File: src/rtl/seq_divider_if.sv
// Divider request/result bundle: operands and start in, status and results out.
// Combinational wires only; timing and handshake rules live in seq_divider.
interface seq_divider_if #(
    parameter int WIDTH = 8
);
    logic             start;
    logic [WIDTH-1:0] dividend;
    logic [WIDTH-1:0] divisor;
    logic             busy;
    logic             done;
    logic [WIDTH-1:0] quotient;
    logic [WIDTH-1:0] remainder;
    logic             div_by_zero;
    logic             overflow;

    modport master (
        output start, dividend, divisor,
        input  busy, done, quotient, remainder, div_by_zero, overflow
    );

    modport slave (
        input  start, dividend, divisor,
        output busy, done, quotient, remainder, div_by_zero, overflow
    );
endinterface

File: src/rtl/seq_divider.sv
// Restoring divider, one quotient bit per clock; two's complement when SEQ_DIVIDER_SIGNED_EN is defined.
// Latency WIDTH+2 cycles incl. start cycle (2 on divide-by-zero); done is a one-cycle pulse.
// No backpressure: start is taken only in IDLE, ignored while busy; results hold until the next done.
module seq_divider #(
    parameter int WIDTH = 8
) (
    input  logic         clk,
    input  logic         rst,
    seq_divider_if.slave div_if
);
    localparam int CW = $clog2(WIDTH + 1);

    typedef enum logic [1:0] {IDLE, DIVIDE, FIXUP} state_t;

    state_t           state_q, state_d;
    logic [CW-1:0]    cnt_q, cnt_d;
    logic [WIDTH-1:0] rem_q, rem_d;
    logic [WIDTH-1:0] dvd_q, dvd_d;
    logic [WIDTH-1:0] dsr_q, dsr_d;
    logic [WIDTH-1:0] quo_q, quo_d;
    logic [WIDTH-1:0] rmo_q, rmo_d;
    logic             busy_q, busy_d;
    logic             done_q, done_d;
    logic             dbz_q, dbz_d;

    logic [WIDTH:0]   shifted;
    logic [WIDTH-1:0] diff;
    logic             borrow;
    logic [WIDTH-1:0] op_a, op_b;
    logic [WIDTH-1:0] q_fix, r_fix, dvd_fix;

`ifdef SEQ_DIVIDER_SIGNED_EN
    logic qneg_q, qneg_d;
    logic rneg_q, rneg_d;
    logic ovfc_q, ovfc_d;
    logic ovf_q, ovf_d;

    assign op_a    = div_if.dividend[WIDTH-1] ? -div_if.dividend : div_if.dividend;
    assign op_b    = div_if.divisor[WIDTH-1]  ? -div_if.divisor  : div_if.divisor;
    assign q_fix   = qneg_q ? -dvd_q : dvd_q;
    assign r_fix   = rneg_q ? -rem_q : rem_q;
    assign dvd_fix = rneg_q ? -dvd_q : dvd_q;
`else
    assign op_a    = div_if.dividend;
    assign op_b    = div_if.divisor;
    assign q_fix   = dvd_q;
    assign r_fix   = rem_q;
    assign dvd_fix = dvd_q;
`endif

    // Difference only matters when there is no borrow, and is then < divisor, so WIDTH bits suffice.
    assign shifted = {rem_q, dvd_q[WIDTH-1]};
    assign borrow  = shifted < {1'b0, dsr_q};
    assign diff    = shifted[WIDTH-1:0] - dsr_q;

    always_comb begin
        state_d = state_q;
        cnt_d   = cnt_q;
        rem_d   = rem_q;
        dvd_d   = dvd_q;
        dsr_d   = dsr_q;
        quo_d   = quo_q;
        rmo_d   = rmo_q;
        busy_d  = busy_q;
        done_d  = 1'b0;
        dbz_d   = dbz_q;
`ifdef SEQ_DIVIDER_SIGNED_EN
        qneg_d  = qneg_q;
        rneg_d  = rneg_q;
        ovfc_d  = ovfc_q;
        ovf_d   = ovf_q;
`endif
        case (state_q)
            IDLE: begin
                if (div_if.start) begin
                    dvd_d   = op_a;
                    dsr_d   = op_b;
                    rem_d   = '0;
                    cnt_d   = CW'(WIDTH);
                    busy_d  = 1'b1;
                    state_d = (div_if.divisor == '0) ? FIXUP : DIVIDE;
`ifdef SEQ_DIVIDER_SIGNED_EN
                    qneg_d  = div_if.dividend[WIDTH-1] ^ div_if.divisor[WIDTH-1];
                    rneg_d  = div_if.dividend[WIDTH-1];
                    ovfc_d  = (div_if.dividend == {1'b1, {(WIDTH-1){1'b0}}}) && (&div_if.divisor);
`endif
                end
            end
            DIVIDE: begin
                rem_d = borrow ? shifted[WIDTH-1:0] : diff;
                dvd_d = {dvd_q[WIDTH-2:0], ~borrow};
                cnt_d = cnt_q - CW'(1);
                if (cnt_q == CW'(1)) begin
                    state_d = FIXUP;
                end
            end
            FIXUP: begin
                if (dsr_q == '0) begin
                    quo_d = '1;
                    rmo_d = dvd_fix;
                    dbz_d = 1'b1;
                end else begin
                    quo_d = q_fix;
                    rmo_d = r_fix;
                    dbz_d = 1'b0;
                end
`ifdef SEQ_DIVIDER_SIGNED_EN
                ovf_d   = ovfc_q;
`endif
                done_d  = 1'b1;
                busy_d  = 1'b0;
                state_d = IDLE;
            end
            default: begin
                state_d = IDLE;
                busy_d  = 1'b0;
            end
        endcase
    end

    always_ff @(posedge clk) begin
        if (rst) begin
            state_q <= IDLE;
            cnt_q   <= '0;
            rem_q   <= '0;
            dvd_q   <= '0;
            dsr_q   <= '0;
            quo_q   <= '0;
            rmo_q   <= '0;
            busy_q  <= 1'b0;
            done_q  <= 1'b0;
            dbz_q   <= 1'b0;
`ifdef SEQ_DIVIDER_SIGNED_EN
            qneg_q  <= 1'b0;
            rneg_q  <= 1'b0;
            ovfc_q  <= 1'b0;
            ovf_q   <= 1'b0;
`endif
        end else begin
            state_q <= state_d;
            cnt_q   <= cnt_d;
            rem_q   <= rem_d;
            dvd_q   <= dvd_d;
            dsr_q   <= dsr_d;
            quo_q   <= quo_d;
            rmo_q   <= rmo_d;
            busy_q  <= busy_d;
            done_q  <= done_d;
            dbz_q   <= dbz_d;
`ifdef SEQ_DIVIDER_SIGNED_EN
            qneg_q  <= qneg_d;
            rneg_q  <= rneg_d;
            ovfc_q  <= ovfc_d;
            ovf_q   <= ovf_d;
`endif
        end
    end

    assign div_if.busy        = busy_q;
    assign div_if.done        = done_q;
    assign div_if.quotient    = quo_q;
    assign div_if.remainder   = rmo_q;
    assign div_if.div_by_zero = dbz_q;
`ifdef SEQ_DIVIDER_SIGNED_EN
    assign div_if.overflow    = ovf_q;
`else
    assign div_if.overflow    = 1'b0;
`endif
endmodule
File: src/flat_wrapper.sv
// flat-port wrapper written by rule: the top's interface ports become plain ports
module seq_divider_flat 
#(
    parameter int WIDTH = 8
)
  (clk, rst, div_if_start, div_if_dividend, div_if_divisor, div_if_busy, div_if_done, div_if_quotient, div_if_remainder, div_if_div_by_zero, div_if_overflow);
  seq_divider_if #(.WIDTH(WIDTH)) div_if_i ();
  input  logic clk;
  input  logic rst;
  input wire logic [$bits(div_if_i.start)-1:0] div_if_start;
  input wire logic [$bits(div_if_i.dividend)-1:0] div_if_dividend;
  input wire logic [$bits(div_if_i.divisor)-1:0] div_if_divisor;
  output wire logic [$bits(div_if_i.busy)-1:0] div_if_busy;
  output wire logic [$bits(div_if_i.done)-1:0] div_if_done;
  output wire logic [$bits(div_if_i.quotient)-1:0] div_if_quotient;
  output wire logic [$bits(div_if_i.remainder)-1:0] div_if_remainder;
  output wire logic [$bits(div_if_i.div_by_zero)-1:0] div_if_div_by_zero;
  output wire logic [$bits(div_if_i.overflow)-1:0] div_if_overflow;
  assign div_if_i.start = div_if_start;
  assign div_if_i.dividend = div_if_dividend;
  assign div_if_i.divisor = div_if_divisor;
  assign div_if_busy = div_if_i.busy;
  assign div_if_done = div_if_i.done;
  assign div_if_quotient = div_if_i.quotient;
  assign div_if_remainder = div_if_i.remainder;
  assign div_if_div_by_zero = div_if_i.div_by_zero;
  assign div_if_overflow = div_if_i.overflow;
  seq_divider #(.WIDTH(WIDTH)) u_core (.clk(clk), .rst(rst), .div_if(div_if_i));
endmodule
File: config.mk
export PLATFORM = sky130hd
export DESIGN_NAME = seq_divider_flat
export DESIGN_NICKNAME = d
export VERILOG_FILES = /design/src/rtl/seq_divider_if.sv /design/src/rtl/seq_divider.sv /design/src/flat_wrapper.sv
export SDC_FILE = /design/constraint.sdc
export NUM_CORES = 1
export LEC_CHECK = 0
export ABC_CLOCK_PERIOD_IN_PS = 5500
export BUFFER_PORTS_ARGS = -buffer_cell sky130_fd_sc_hd__buf_2
export CAP_MARGIN = 40
export CORE_UTILIZATION = 60
export DETAILED_ROUTE_END_ITERATION = 10
export PLACE_DENSITY = 0.84
export SETUP_SLACK_MARGIN = 0.15
export SYNTH_ARGS = -nofsm -noshare
export SYNTH_HDL_FRONTEND = slang
export SYNTH_SLANG_ARGS = --single-unit
File: constraint.sdc
create_clock -name clk -period 5.5 [get_ports clk]
set_input_delay 0.275 -clock clk [delete_from_list [all_inputs] [get_ports clk]]
set_output_delay 0.275 -clock clk [all_outputs]
set_load 0.01 [all_outputs]
== After elaboration in Yosys (flattened, before gate mapping) ==
Index checks and enable logic that the tools add are counted.
Widths: inputs -> output; s select.

* Bits in registers: 49
* Input bits: 19
* Output and inout bits: 20

* $add $sub $neg: 2
* $lt $le $gt $ge: 1
* Eq/ne operators: 5
* Muxes and demuxes: 17
* Bitwise gates (word level): 2
* Reduce and logical (&&, ||, !) cells: 8

{| class="wikitable"
|+ Operator list
! operator !! number
|-
| $mux 8 || 5
|-
| $pmux 8 s2 || 2
|-
| $logic_not 8->1 || 2
|-
| $lt 9x8->1 || 1
|-
| $pmux 4 s2 || 1
|-
| $reduce_and 2->1 || 4
|-
| $sub 8x8->8 || 1
|-
| $mux 2 || 3
|-
| $eq 4x1->1 const B || 1
|-
| $mux 4 || 1
|-
| $pmux 2 s2 || 1
|-
| $sub 4x1->4 const B || 1
|-
| $mux 1 || 3
|-
| $eq 2x1->1 const B || 1
|-
| $eq 2x2->1 const B || 1
|-
| $logic_not 2->1 || 1
|-
| $ne 2x1->1 const B || 1
|-
| $ne 2x2->1 const B || 1
|-
| $not 1->1 || 2
|-
| $pmux 1 s2 || 1
|-
| $reduce_bool 2->1 || 1
|}

== Longest topological paths before layout ==
* Depth in word-level cells: 4
* Gate-level depth with buffers: 8
* Depth with buffers taken out: 8

== Worst setup path before layout ==
Ideal clock, no wire load.

* Path kind: register to register
* Start: register u_core.dsr_q[4]
* End: register u_core.rem_q[1] (netlist: u_core.r_fix[1])
* Setup time: 117 ps
* Arrival: 1696 ps
* Data required time: 5383 ps
* Setup slack: 3687 ps
* Cell stages (with the launch flop): 9
* Path buffers: 1
* Cell sequence: dfxtp_1 -> inv_1 -> ha_1 -> a21oi_1 -> o221ai_2 -> nor2_2 -> buf_6 -> nand2_1 -> a32o_1

* Cells in the longest elaborated chain, start to end: 3

{| class="wikitable"
|+ Ends and longest elaborated chain
! element !! line !! RTL
|-
| start, declared || seq_divider.sv:19 || <nowiki>logic [WIDTH-1:0] dsr_q, dsr_d;</nowiki>
|-
| start signal, assigned || seq_divider.sv:144 || <nowiki>dsr_q <= dsr_d;</nowiki>
|-
| $lt 9x8->1 || seq_divider.sv:53 || <nowiki>assign borrow = shifted < {1'b0, dsr_q};</nowiki>
|-
| $mux 8 || seq_divider.sv:90 || <nowiki>rem_d = borrow ? shifted[WIDTH-1:0] : diff;</nowiki>
|-
| $pmux 8 s2 || seq_divider.sv:73 || <nowiki>case (state_q)</nowiki>
|-
| end signal, assigned || seq_divider.sv:142 || <nowiki>rem_q <= rem_d;</nowiki>
|-
| end, declared || seq_divider.sv:17 || <nowiki>logic [WIDTH-1:0] rem_q, rem_d;</nowiki>
|}

Every way passes these cells.
A chain may end at the register's enable or synchronous reset.

== Final worst setup path ==
* Start: register u_core.dsr_q[4]
* End: register u_core.rem_q[2] (netlist: u_core.r_fix[2])

Same word-level chain as after synthesis.

==> impl_results.md <==
- Run status: finished, final reports clean
- Number of buffers inserted by post-CTS setup repair: 0
- Final period utilization: 39.29%
- Die Width: 65.13 um
- Worst-Margin Slew: 0.8288 ns
- Number of diodes: 0
- Ys Warns: 0
- Number of clock sinks seen by CTS: 49
- Count of fill cells added during filler insertion: 328
- Max cap viols: 0
- Kind of start point of the critical path: flip-flop
- First-pass GRT wire length: 8852 um
- Synth Instances: 297
- Reg-to-Reg End: u_core.r_fix[2]$_SDFFE_PP0P_
- Cell Area, Synth: 0.002391 mm2
- Setup repair after global routing missed its margin: no
- GPL Wtd Cong: 0.9227
- Number of cells on the worst reg-to-reg path: 7
- Final wirelength: 5260 um
- Share of layout cells above drive strength 1: 15.85%
- Overflow left after global routing: 0
- Post-DP HPWL: 3787 um
- Overall die area: 0.004241 mm2
- Worst Hold End: u_core.dsr_q[3]$_SDFFE_PP0P_
- Count of buffers inserted at the top-level ports: 37
- Clock slew seen by the registers of the worst setup and hold paths: 0.09 ns
- Crit-path max FO: 11
- Antenna-violating nets left: 0
- Number of vias after detailed routing: 2149
- Number of endpoints with negative hold slack in the final report: 0
- Clk_lat worst skew: 0.31 ns
- Worst-case vdd ir drop: 0.2372 mV
- Net Count, Synth: 327
- Highest achievable clock rate: 0.4627 GHz
- Per-cell routed wire length: 13.99 um
- DRC violation count after routing: 0
- Post-layout worst setup margin: 3.339 ns
- # nets final: 357
- Initial DRT Pass Iterations: 4
- Vias in the first global route: 1948
- Crit path required time: 5.69 ns
- Vert. Die Dim: 65.13 um
- Clock root buffer master: sky130_fd_sc_hd__clkbuf_8
- Number of top-level design ports: 39
- DRT iter0 DRCs: 212
- Final Critical Period: 2.161 ns
- Nature of the critical path endpoint: flip-flop
- Flop and latch count out of synthesis: 49
- Average footprint of a synthesized cell: 8.051 um2
- Synthesis-to-layout area growth: 12.35%
- Sum of negative setup slack: 0 ns
- Final slew viol count: 0
- Worst-case clock buffer depth: 2
- Worst-case register-to-register setup slack: 3.34 ns
- Leakage power total: 0.001085 uW
- Sequential cell area fraction in the yosys report: 41.03%
- Reg-to-Reg Start: u_core.dsr_q[4]$_SDFFE_PP0P_
- CTS Hold Buffers Added: 0
- Crit path DAT: 2.35 ns
- Tot GR Track Use: 27.52%
- Unique cell type count in the Yosys netlist: 38
- Path class of the lowest-slack min-delay path: input pin to flip-flop
- Maximum level of the CTS H-tree: 2
- Setup slack after placement: 3.378 ns
- Clock tree from TritonCTS: yes
- # resized after CTS: 0
- Category of the critical setup timing path: flip-flop to flip-flop
- Headroom to the max-slew limit: 44.32%
- Num CTS Buffers: 5
- Number of placement rows: 22
- Number of vias per cell: 5.715
- Setup Viol. Count Final: 0
- Maximum number of pins on one net before global-route repair: 45
- Clock Skews: 0.006363 ns
- Number of antenna violations at the first check in global routing: 0
- Initial core utilization: 63.87%
- WHS: 0.2065 ns
- Area of the placeable core: 0.003744 mm2
- Pwr/cell area: 378.5 mW/mm2
- Min-Delay Path Depth: 3
- Launch point of the worst hold path: div_if_divisor[3]
[layout make-up]
cell class / instances / area, um2 / area share, %
inverters: 13 / 48.80 / 1.816
flip-flops and latches: 49 / 980.9 / 36.52
clock inverters: 1 / 30.03 / 1.118
clock buffers: 7 / 86.33 / 3.214
well taps: 48 / 60.06 / 2.236
multi-input cells: 219 / 1280 / 47.65
repair buffers: 39 / 200.2 / 7.452
[power by group]
group	total, uW	leakage (uW)	switching [uW]	internal (uW)
clock network	271	0.0000585	122	148
logic	328	0.000626	201	127
registers	419	0.000400	30.3	388
total	1020	0.00109	353	663
[Yosys cell counts]
cell type | instances | area [um2]
sky130_fd_sc_hd__a311oi_1 | 9 | 78.83
sky130_fd_sc_hd__o21ai_1 | 2 | 10.01
sky130_fd_sc_hd__o21ai_0 | 6 | 30.03
sky130_fd_sc_hd__a21oi_2 | 1 | 8.760
sky130_fd_sc_hd__mux2i_1 | 4 | 40.04
sky130_fd_sc_hd__a21oi_1 | 28 | 140.1
sky130_fd_sc_hd__conb_1 | 1 | 3.750
sky130_fd_sc_hd__nand2b_1 | 7 | 43.79
sky130_fd_sc_hd__xor2_1 | 2 | 17.52
sky130_fd_sc_hd__clkbuf_1 | 10 | 37.54
sky130_fd_sc_hd__ha_1 | 10 | 125.1
sky130_fd_sc_hd__a32o_1 | 2 | 20.02
sky130_fd_sc_hd__nor2_2 | 2 | 12.51
sky130_fd_sc_hd__xnor2_1 | 2 | 17.52
sky130_fd_sc_hd__buf_2 | 2 | 10.01
sky130_fd_sc_hd__a31oi_1 | 2 | 12.51
sky130_fd_sc_hd__buf_4 | 3 | 22.52
sky130_fd_sc_hd__a211o_1 | 1 | 8.760
sky130_fd_sc_hd__a2111oi_4 | 1 | 27.53
sky130_fd_sc_hd__nor2b_1 | 3 | 18.77
sky130_fd_sc_hd__a211oi_1 | 3 | 22.52
sky130_fd_sc_hd__nor2_1 | 32 | 120.1
sky130_fd_sc_hd__o31ai_1 | 2 | 15.01
sky130_fd_sc_hd__fa_1 | 1 | 20.02
sky130_fd_sc_hd__o221ai_2 | 1 | 15.01
sky130_fd_sc_hd__nand4_2 | 1 | 12.51
sky130_fd_sc_hd__o211ai_1 | 1 | 7.510
sky130_fd_sc_hd__a32oi_1 | 3 | 26.28
sky130_fd_sc_hd__and2_1 | 2 | 12.51
sky130_fd_sc_hd__dfxtp_1 | 49 | 980.9
sky130_fd_sc_hd__nand3_1 | 2 | 10.01
sky130_fd_sc_hd__nor3_1 | 18 | 90.09
sky130_fd_sc_hd__inv_1 | 13 | 48.80
sky130_fd_sc_hd__nor4_1 | 6 | 37.54
sky130_fd_sc_hd__a221oi_1 | 1 | 8.760
sky130_fd_sc_hd__nand2_1 | 55 | 206.5
sky130_fd_sc_hd__a22oi_1 | 8 | 60.06
sky130_fd_sc_hd__buf_6 | 1 | 11.26
[placed cells by master (no fill, tap or decap), types with 8 or more instances in the layout]
master,n
sky130_fd_sc_hd__a21oi_1,28
sky130_fd_sc_hd__a22oi_1,8
sky130_fd_sc_hd__a311oi_1,9
sky130_fd_sc_hd__buf_2,37
sky130_fd_sc_hd__dfxtp_1,49
sky130_fd_sc_hd__ha_1,10
sky130_fd_sc_hd__inv_1,13
sky130_fd_sc_hd__nand2_1,55
sky130_fd_sc_hd__nor2_1,32
sky130_fd_sc_hd__nor3_1,18
[per-stage QoR]
stage                     util, %  area [um2]  std cells  power, uW
after CTS                   71.76        2686        376       1013
after global placement      68.45        2562        367      736.9
final                       71.76        2686        376       1017
after global routing        71.76        2686        376       1078
after detailed placement    68.65        2570        368      748.3
after floorplan                 -        2391        297      692.3
[per-layer routing]
layer  wire length, um  track usage (%)  up-vias  part of all wire, %
li1                  -                -     1102                    -
met1              2363            35.48      979                   45
met2              2539            45.57       60                   48
met3               280            5.903        8                  5.3
met4                76            9.239        0                  1.4
met5                 0                0        -                    0
[flip-flops by register name, summed over array words and instances (netlist names)]
name                       count
u_core.cnt_q                   4
u_core.div_if.busy             1
u_core.div_if.div_by_zero      1
u_core.div_if.done             1
u_core.div_if.quotient         8
u_core.div_if.remainder        8
u_core.dsr_q                   8
u_core.dvd_fix                 8
u_core.r_fix                   8
u_core.state_q                 2
[how the worst max path moves through the flow]
stage | from | end | slack [ns] | depth (start not counted)
after floorplan | u_core.dsr_q[4]$_SDFFE_PP0P_ | u_core.r_fix[1]$_SDFFE_PP0P_ | 3.69 | 8
after global placement | u_core.dsr_q[4]$_SDFFE_PP0P_ | u_core.r_fix[0]$_SDFFE_PP0P_ | 3.46 | 7
after detailed placement | u_core.dsr_q[4]$_SDFFE_PP0P_ | u_core.r_fix[2]$_SDFFE_PP0P_ | 3.38 | 7
after CTS | u_core.dsr_q[4]$_SDFFE_PP0P_ | u_core.r_fix[2]$_SDFFE_PP0P_ | 3.35 | 7
after global routing | u_core.dsr_q[4]$_SDFFE_PP0P_ | u_core.r_fix[2]$_SDFFE_PP0P_ | 3.17 | 7
final | u_core.dsr_q[4]$_SDFFE_PP0P_ | u_core.r_fix[2]$_SDFFE_PP0P_ | 3.34 | 7
[critical path: stages (launching register included)]
cell,delay [ns]
sky130_fd_sc_hd__dfxtp_1,0.36
sky130_fd_sc_hd__inv_1,0.05
sky130_fd_sc_hd__ha_1,0.36
sky130_fd_sc_hd__a21oi_1,0.29
sky130_fd_sc_hd__o221ai_2,0.19
sky130_fd_sc_hd__nor2_2,0.45
sky130_fd_sc_hd__mux2i_1,0.26
sky130_fd_sc_hd__o21ai_0,0.09
[kinds of logic after synthesis]
kind of cell,synth area share (%)
buffers and inverters,5.442
multiplexers,1.675
AND/OR/NAND/NOR,23.60
flip-flops,41.03
adder cells (fa/ha/maj),6.070
XOR/XNOR,1.465
AO/OA/AOI/OAI,20.57
other,0.1568
No activity file was read; power rests on OpenSTA's default activity.
